File: config.mk
export PLATFORM = sky130hd
export DESIGN_NAME = custom_wb_stage_flat
export DESIGN_NICKNAME = d
export VERILOG_FILES = /design/src/rtl/custom_wb_stage_if.sv /design/src/rtl/custom_wb_stage.sv /design/src/flat_wrapper.sv
export SDC_FILE = /design/constraint.sdc
export NUM_CORES = 1
export LEC_CHECK = 0
export CORE_MARGIN = 2
export CORE_UTILIZATION = 40
export DETAILED_ROUTE_END_ITERATION = 10
export PLACE_DENSITY = 0.61
export REMOVE_ABC_BUFFERS = 1
export SLEW_MARGIN = 20
export SYNTH_ARGS = -nofsm -noshare
export SYNTH_HDL_FRONTEND = slang
export SYNTH_SLANG_ARGS = --single-unit
export TNS_END_PERCENT = 1
File: constraint.sdc
create_clock -name clk_i -period 8.15 [get_ports clk_i]
set_clock_uncertainty 0.05 [all_clocks]
set_input_delay 0.815 -clock clk_i [delete_from_list [all_inputs] [get_ports clk_i]]
set_output_delay 0.815 -clock clk_i [all_outputs]
set_load 0.03 [all_outputs]
File: src/rtl/custom_wb_stage_if.sv
// Bundle for the writeback stage: execute-side input, core commit/kill decisions,
// and the committed-result return path to the core.
interface custom_wb_stage_if #(
  parameter int unsigned DEPTH    = 2,
  parameter int unsigned ID_WIDTH = 4
);
  logic                         ex_valid_i;
  logic [ID_WIDTH-1:0]          ex_id_i;
  logic [31:0]                  ex_rd_i;
  logic [4:0]                   ex_rd_addr_i;
  logic                         ex_we_i;
  logic                         ex_ready_o;

  logic                         commit_valid_i;
  logic [ID_WIDTH-1:0]          commit_id_i;
  logic                         commit_kill_i;

  logic                         result_valid_o;
  logic                         result_ready_i;
  logic [ID_WIDTH-1:0]          result_id_o;
  logic [31:0]                  result_data_o;
  logic [4:0]                   result_rd_o;
  logic                         result_we_o;
  logic [$clog2(DEPTH+1)-1:0]   occupancy_o;

  modport master (
    output ex_valid_i, ex_id_i, ex_rd_i, ex_rd_addr_i, ex_we_i,
    output commit_valid_i, commit_id_i, commit_kill_i, result_ready_i,
    input  ex_ready_o, result_valid_o, result_id_o, result_data_o,
    input  result_rd_o, result_we_o, occupancy_o
  );

  modport slave (
    input  ex_valid_i, ex_id_i, ex_rd_i, ex_rd_addr_i, ex_we_i,
    input  commit_valid_i, commit_id_i, commit_kill_i, result_ready_i,
    output ex_ready_o, result_valid_o, result_id_o, result_data_o,
    output result_rd_o, result_we_o, occupancy_o
  );
endinterface

File: src/rtl/custom_wb_stage.sv
// Writeback stage: in-order result FIFO gated by a per-id commit/kill table.
// Only committed heads are returned to the core; killed heads are dropped silently.
module custom_wb_stage #(
  parameter int unsigned DEPTH    = 2,
  parameter int unsigned ID_WIDTH = 4
) (
  input  logic             clk_i,
  input  logic             rst_ni,
  custom_wb_stage_if.slave bus
);
  localparam int unsigned PW  = $clog2(DEPTH);
  localparam int unsigned CW  = $clog2(DEPTH + 1);
  localparam int unsigned NID = 1 << ID_WIDTH;

  logic [ID_WIDTH-1:0] id_q   [DEPTH];
  logic [31:0]         data_q [DEPTH];
  logic [4:0]          rd_q   [DEPTH];
  logic [DEPTH-1:0]    we_q;

  logic [PW-1:0]       wr_ptr_q, wr_ptr_d;
  logic [PW-1:0]       rd_ptr_q, rd_ptr_d;
  logic [CW-1:0]       count_q, count_d;
  logic [NID-1:0]      seen_q, seen_d;
  logic [NID-1:0]      kill_q, kill_d;

  logic                push, pop;
  logic                head_present, head_seen, head_kill;
  logic [ID_WIDTH-1:0] head_id;

  always_comb begin
    head_id      = id_q[rd_ptr_q];
    head_present = (count_q != '0);
    head_seen    = seen_q[head_id];
    head_kill    = kill_q[head_id];

    // Full blocks input even while the head pops: no same-cycle bypass of the full flag.
    push = bus.ex_valid_i && (count_q < CW'(DEPTH));
    pop  = head_present && head_seen && (head_kill || bus.result_ready_i);

    wr_ptr_d = push ? wr_ptr_q + PW'(1) : wr_ptr_q;
    rd_ptr_d = pop  ? rd_ptr_q + PW'(1) : rd_ptr_q;

    count_d = count_q;
    if (push && !pop) begin
      count_d = count_q + CW'(1);
    end else if (!push && pop) begin
      count_d = count_q - CW'(1);
    end

    seen_d = seen_q;
    kill_d = kill_q;
    if (pop) begin
      seen_d[head_id] = 1'b0;
      kill_d[head_id] = 1'b0;
    end
    // A same-cycle decision targets a reused id, so it overrides the pop clear.
    if (bus.commit_valid_i) begin
      seen_d[bus.commit_id_i] = 1'b1;
      kill_d[bus.commit_id_i] = bus.commit_kill_i;
    end
  end

  always_ff @(posedge clk_i or negedge rst_ni) begin
    if (!rst_ni) begin
      wr_ptr_q <= '0;
      rd_ptr_q <= '0;
      count_q  <= '0;
      seen_q   <= '0;
      kill_q   <= '0;
    end else begin
      wr_ptr_q <= wr_ptr_d;
      rd_ptr_q <= rd_ptr_d;
      count_q  <= count_d;
      seen_q   <= seen_d;
      kill_q   <= kill_d;
    end
  end

  always_ff @(posedge clk_i or negedge rst_ni) begin
    if (!rst_ni) begin
      for (int unsigned i = 0; i < DEPTH; i++) begin
        id_q[i]   <= '0;
        data_q[i] <= '0;
        rd_q[i]   <= '0;
      end
      we_q <= '0;
    end else if (push) begin
      id_q[wr_ptr_q]   <= bus.ex_id_i;
      data_q[wr_ptr_q] <= bus.ex_rd_i;
      rd_q[wr_ptr_q]   <= bus.ex_rd_addr_i;
      we_q[wr_ptr_q]   <= bus.ex_we_i;
    end
  end

  assign bus.ex_ready_o     = (count_q < CW'(DEPTH));
  assign bus.result_valid_o = head_present && head_seen && !head_kill;
  assign bus.result_id_o    = head_id;
  assign bus.result_data_o  = data_q[rd_ptr_q];
  assign bus.result_rd_o    = rd_q[rd_ptr_q];
  assign bus.result_we_o    = we_q[rd_ptr_q];
  assign bus.occupancy_o    = count_q;

endmodule
File: src/flat_wrapper.sv
// flat-port wrapper written by rule: the top's interface ports become plain ports
module custom_wb_stage_flat 
#(
  parameter int unsigned DEPTH    = 2,
  parameter int unsigned ID_WIDTH = 4
)
  (clk_i, rst_ni, bus_ex_valid_i, bus_ex_id_i, bus_ex_rd_i, bus_ex_rd_addr_i, bus_ex_we_i, bus_commit_valid_i, bus_commit_id_i, bus_commit_kill_i, bus_result_ready_i, bus_ex_ready_o, bus_result_valid_o, bus_result_id_o, bus_result_data_o, bus_result_rd_o, bus_result_we_o, bus_occupancy_o);
  custom_wb_stage_if #(.DEPTH(DEPTH), .ID_WIDTH(ID_WIDTH)) bus_i ();
  input  logic clk_i;
  input  logic rst_ni;
  input wire logic [$bits(bus_i.ex_valid_i)-1:0] bus_ex_valid_i;
  input wire logic [$bits(bus_i.ex_id_i)-1:0] bus_ex_id_i;
  input wire logic [$bits(bus_i.ex_rd_i)-1:0] bus_ex_rd_i;
  input wire logic [$bits(bus_i.ex_rd_addr_i)-1:0] bus_ex_rd_addr_i;
  input wire logic [$bits(bus_i.ex_we_i)-1:0] bus_ex_we_i;
  input wire logic [$bits(bus_i.commit_valid_i)-1:0] bus_commit_valid_i;
  input wire logic [$bits(bus_i.commit_id_i)-1:0] bus_commit_id_i;
  input wire logic [$bits(bus_i.commit_kill_i)-1:0] bus_commit_kill_i;
  input wire logic [$bits(bus_i.result_ready_i)-1:0] bus_result_ready_i;
  output wire logic [$bits(bus_i.ex_ready_o)-1:0] bus_ex_ready_o;
  output wire logic [$bits(bus_i.result_valid_o)-1:0] bus_result_valid_o;
  output wire logic [$bits(bus_i.result_id_o)-1:0] bus_result_id_o;
  output wire logic [$bits(bus_i.result_data_o)-1:0] bus_result_data_o;
  output wire logic [$bits(bus_i.result_rd_o)-1:0] bus_result_rd_o;
  output wire logic [$bits(bus_i.result_we_o)-1:0] bus_result_we_o;
  output wire logic [$bits(bus_i.occupancy_o)-1:0] bus_occupancy_o;
  assign bus_i.ex_valid_i = bus_ex_valid_i;
  assign bus_i.ex_id_i = bus_ex_id_i;
  assign bus_i.ex_rd_i = bus_ex_rd_i;
  assign bus_i.ex_rd_addr_i = bus_ex_rd_addr_i;
  assign bus_i.ex_we_i = bus_ex_we_i;
  assign bus_i.commit_valid_i = bus_commit_valid_i;
  assign bus_i.commit_id_i = bus_commit_id_i;
  assign bus_i.commit_kill_i = bus_commit_kill_i;
  assign bus_i.result_ready_i = bus_result_ready_i;
  assign bus_ex_ready_o = bus_i.ex_ready_o;
  assign bus_result_valid_o = bus_i.result_valid_o;
  assign bus_result_id_o = bus_i.result_id_o;
  assign bus_result_data_o = bus_i.result_data_o;
  assign bus_result_rd_o = bus_i.result_rd_o;
  assign bus_result_we_o = bus_i.result_we_o;
  assign bus_occupancy_o = bus_i.occupancy_o;
  custom_wb_stage #(.DEPTH(DEPTH), .ID_WIDTH(ID_WIDTH)) u_core (.clk_i(clk_i), .rst_ni(rst_ni), .bus(bus_i));
endmodule
==> summary.txt <==
Clocking
  • Worst-path clk slew: 50 ps
  • PostCTS Resize Cnt: 0
  • Clock latency on the worst-skew pair: ~410 ps
  • H-tree Lvls: 4
  • Hold Buf Count CTS: 0
  • Setup Buffers After CTS: 0
  • Clock Path Buffers: 2
  • CTS tree: built
  • CTS Buf Count: 17
  • CTS root buffer: clkbuf_16
  • Clk sinks: 120

GRT
  • First-pass GRT wire length: approximately 22000 um
  • Total global-route track usage: 0.193
  • Vias in the first global route: 4345
  • Final global-route overflow total: 0
  • Largest net degree at the start of global routing: 85
  • Initial antenna violation count: 0

Yosys
  • Post-Synth Adder-Cell Area: 0.00217
  • Mapped Area: approximately 0.0058 mm^2
  • Xor/xnor share of the synthesized area: 0.00889
  • Yosys top cell area share: 0.520
  • Largest family of logic cells by synthesized area: multiplexers
  • Post-synthesis async set-or-reset flop share: 1.00
  • Largest area contributor in the netlist: dfrtp_1
  • Multiplexer share of the synthesized area: 0.272
  • Synth cell types: 44
  • Syn Inst Count: between 400 and 500
  • Synth top area cells: dfrtp_1 52%, mux2_2 24%, a21oi_1 3.2%
  • Syn. warnings: 0
  • Simple-gate share of the synthesized area: 0.0690
  • FF+latch count, synth: 120
  • Post-synthesis sequential area ratio: 0.520
  • Post-synth EDFFs: 0
  • Mapped Avg Cell Area: 12.4 um^2
  • Top_reg_cell synth: dfrtp_1
  • Compound-cell area share of the yosys netlist: 0.101

Job
  • Maxcap violations: 0

Power and ir drop
  • Design Power: 0.00372 W
  • Power Density: 496 mW/mm^2
  • Clock share of power: 0.210
  • Sw frac: 0.383
  • Sequential share of power: 0.295
  • LEAKAGE: about 3.2 nW
  • Sw Pwr: around 0.0014 W
  • Combinational power share: 0.494
  • Internal power: ~0.0023 W
  • Peak supply drop: ~0.26 mV

Timing
  • Max-slew violations: 0
  • Min Tclk post-route: between 4000 and 5000 ps
  • Setup TNS Final: 0 ps
  • Worst-Margin Slew: 1010 ps
  • Tcrit/Tclk final: 0.530
  • Relative max-transition margin: 0.325
  • Fmax achieved: around 230 MHz
  • Final setup fails: 0
  • Hold Violations, Final: 0
  • RSZ-0062 raised after global routing: no

Worst setup path
  • Critical R2R Capture: u_core.bus.occupancy_o[1]
  • CP max FO: 38
  • R2r startpoint: u_core.rd_ptr_q
  • Crit path DAT: 3450 ps
  • Crit path capture type: primary output
  • WP data required: between 7000 and 8000 ps
  • CP Launch Type: register
  • Worst reg2reg path depth: 11
  • Reg2reg setup slack: 4880 ps
  • Critical path class: register to primary output

Layout
  • Area delta synth->final: 30.1%
  • Finished Core Util: 0.537
  • Diodes inserted: 0
  • Sequential cell area: ~0.0030 mm^2
  • Finished Cell Area: around 0.0075 mm^2
  • Nets: 612
  • Multi-input logic area: 0.00263 mm^2
  • Post-Layout Cell Count: between 700 and 800
  • Share of cells above drive strength 1: 0.295
  • Number of fill cells: ~1300

Detailed routing
  • Total iterations of the first detailed-routing run: 4
  • Vias post-DR: around 4100
  • Avg WL per Cell: between 15 and 20 um
  • DRC Markers: 0
  • Vias per Instance: about 5.5
  • Routed wire length: around 14000 um
  • ANT nets after route: 0
  • Iteration-0 DRC Markers: about 280

Placed design
  • DP HPWL: about 9000 um
  • Placed instance area: 0.00688 mm^2
  • Placed cell count: about 700
  • Number of buffers added on ports: just under 100
  • Routability congestion estimate: 0.895

Min path
  • Hold Crit Class: input pin to async pin

Floorplan
  • FP Rows: 43
  • Die Width: about 120 um
  • Core area: between 0.01 and 0.015 mm^2
  • Die Y: between 100 and 150 um
  • Initial core utilization: 0.413
  • IO Count: between 90 and 100
  • Die Area: 0.0154 mm^2

Status
  • Run status: complete, no violations
-- worst max-delay path, cell delays in order (launching register included) --
cell and delay (ps):
dfrtp_2 600, buf_4 550, nand2b_1 220, o22a_1 350, a41o_1 140, and4_4 260
nand3_1 80, nor2_1 140, clkdlybuf4s50_1 690
-- worst max-delay path by stage --
stage | startpoint | end | slack, ps | cells past startpoint
after floorplan | u_core.rd_ptr_q | u_core.bus.occupancy_o[1] | 4080 | 10
after CTS | u_core.rd_ptr_q | bus_result_valid_o | 3830 | 8
after global placement | u_core.rd_ptr_q | bus_result_valid_o | 4320 | 8
after global routing | u_core.rd_ptr_q | bus_result_valid_o | 3610 | 8
after detailed placement | u_core.rd_ptr_q | bus_result_valid_o | 4270 | 8
final | u_core.rd_ptr_q | bus_result_valid_o | 3830 | 8
-- synthesized netlist by cell type, types with 5 or more instances --
library cell / n
a31oi_1: 14
nand3_1: 7
a21boi_0: 8
buf_1: 8
mux2_2: 123
mux2i_1: 16
o41ai_1: 5
inv_1: 9
nor2_1: 15
o21ai_0: 6
a21oi_1: 37
dfrtp_1: 120
nand2_1: 22
and3_1: 9
clkbuf_1: 9
-- per-stage QoR --
stage | setup slack (ps) | hold slack (ps)
floorplan | 4080 | 413
global placement | 4320 | 431
detailed placement | 4270 | 441
CTS | 3830 | 320
global route | 3610 | 340
finish | 3830 | 321
-- power groups by stage --
stage	combinational, W	clock (W)	sequential [W]
after global placement	0.00182	0	0.00109
after detailed placement	0.00184	0	0.00110
final	0.00184	0.000782	0.00110
after global routing	0.00198	0.000830	0.00114
after CTS	0.00185	0.000798	0.00110
after floorplan	0.00123	0	0.00106
-- routing by layer --
metal,share of wire,global-route usage,up-vias
li1,-,-,1887
met1,0.42,0.234,2103
met2,0.49,0.309,123
met3,0.080,0.0856,12
met4,0.012,0.0569,0
met5,0,0,-
-- cell families (layout without fill, tap and decap cells) --
| logic type | Yosys count | after routing |
|---|---|---|
| simple gates | 76 | 76 |
| flops | 120 | 120 |
| buf+inv | 34 | 139 |
| fa+ha+maj | 1 | 1 |
| mux | 140 | 140 |
| compound gates | 88 | 88 |
| xor+xnor | 5 | 5 |
-- layout by cell type (no fill, tap or decap), drive strengths merged, types with 2 or more instances in the layout --
master / netlist / routed
mux2: 123 / 123
dfrtp: 120 / 120
clkdlybuf4s50: 0 / 96
a21oi: 37 / 37
nand2: 22 / 22
clkbuf: 9 / 21
mux2i: 16 / 16
nor2: 15 / 15
a31oi: 14 / 14
inv: 9 / 9
and3: 9 / 9
a21boi: 8 / 8
nand3: 7 / 7
o21ai: 6 / 6
o41ai: 5 / 5
buf: 16 / 5
a21o: 4 / 4
bufinv: 0 / 4
nand3b: 4 / 4
nor2b: 4 / 4
a21bo: 4 / 4
or3b: 3 / 3
and2: 3 / 3
a2111oi: 3 / 3
nor3b: 3 / 3
xor2: 3 / 3
clkinv: 0 / 3
nand2b: 2 / 2
a41o: 2 / 2
xnor2: 2 / 2
o32ai: 2 / 2
-- area by class of cell --
class / instances / area share
clock inverters: 8 / 0.0195
well taps: 180 / 0.0300
inverters: 9 / 0.00450
multi-input cells: 310 / 0.350
flip-flops and latches: 120 / 0.400
clock buffers: 21 / 0.0626
repair buffers: 101 / 0.133
-- registers in the layout, indices dropped and copies added (netlist names) --
register,cells
u_core.bus.occupancy_o,2
u_core.data_q,64
u_core.id_q,8
u_core.kill_q,16
u_core.rd_ptr_q,1
u_core.rd_q,10
u_core.seen_q,16
u_core.we_q,2
u_core.wr_ptr_q,1
No activity file was read; power rests on OpenSTA's default activity.
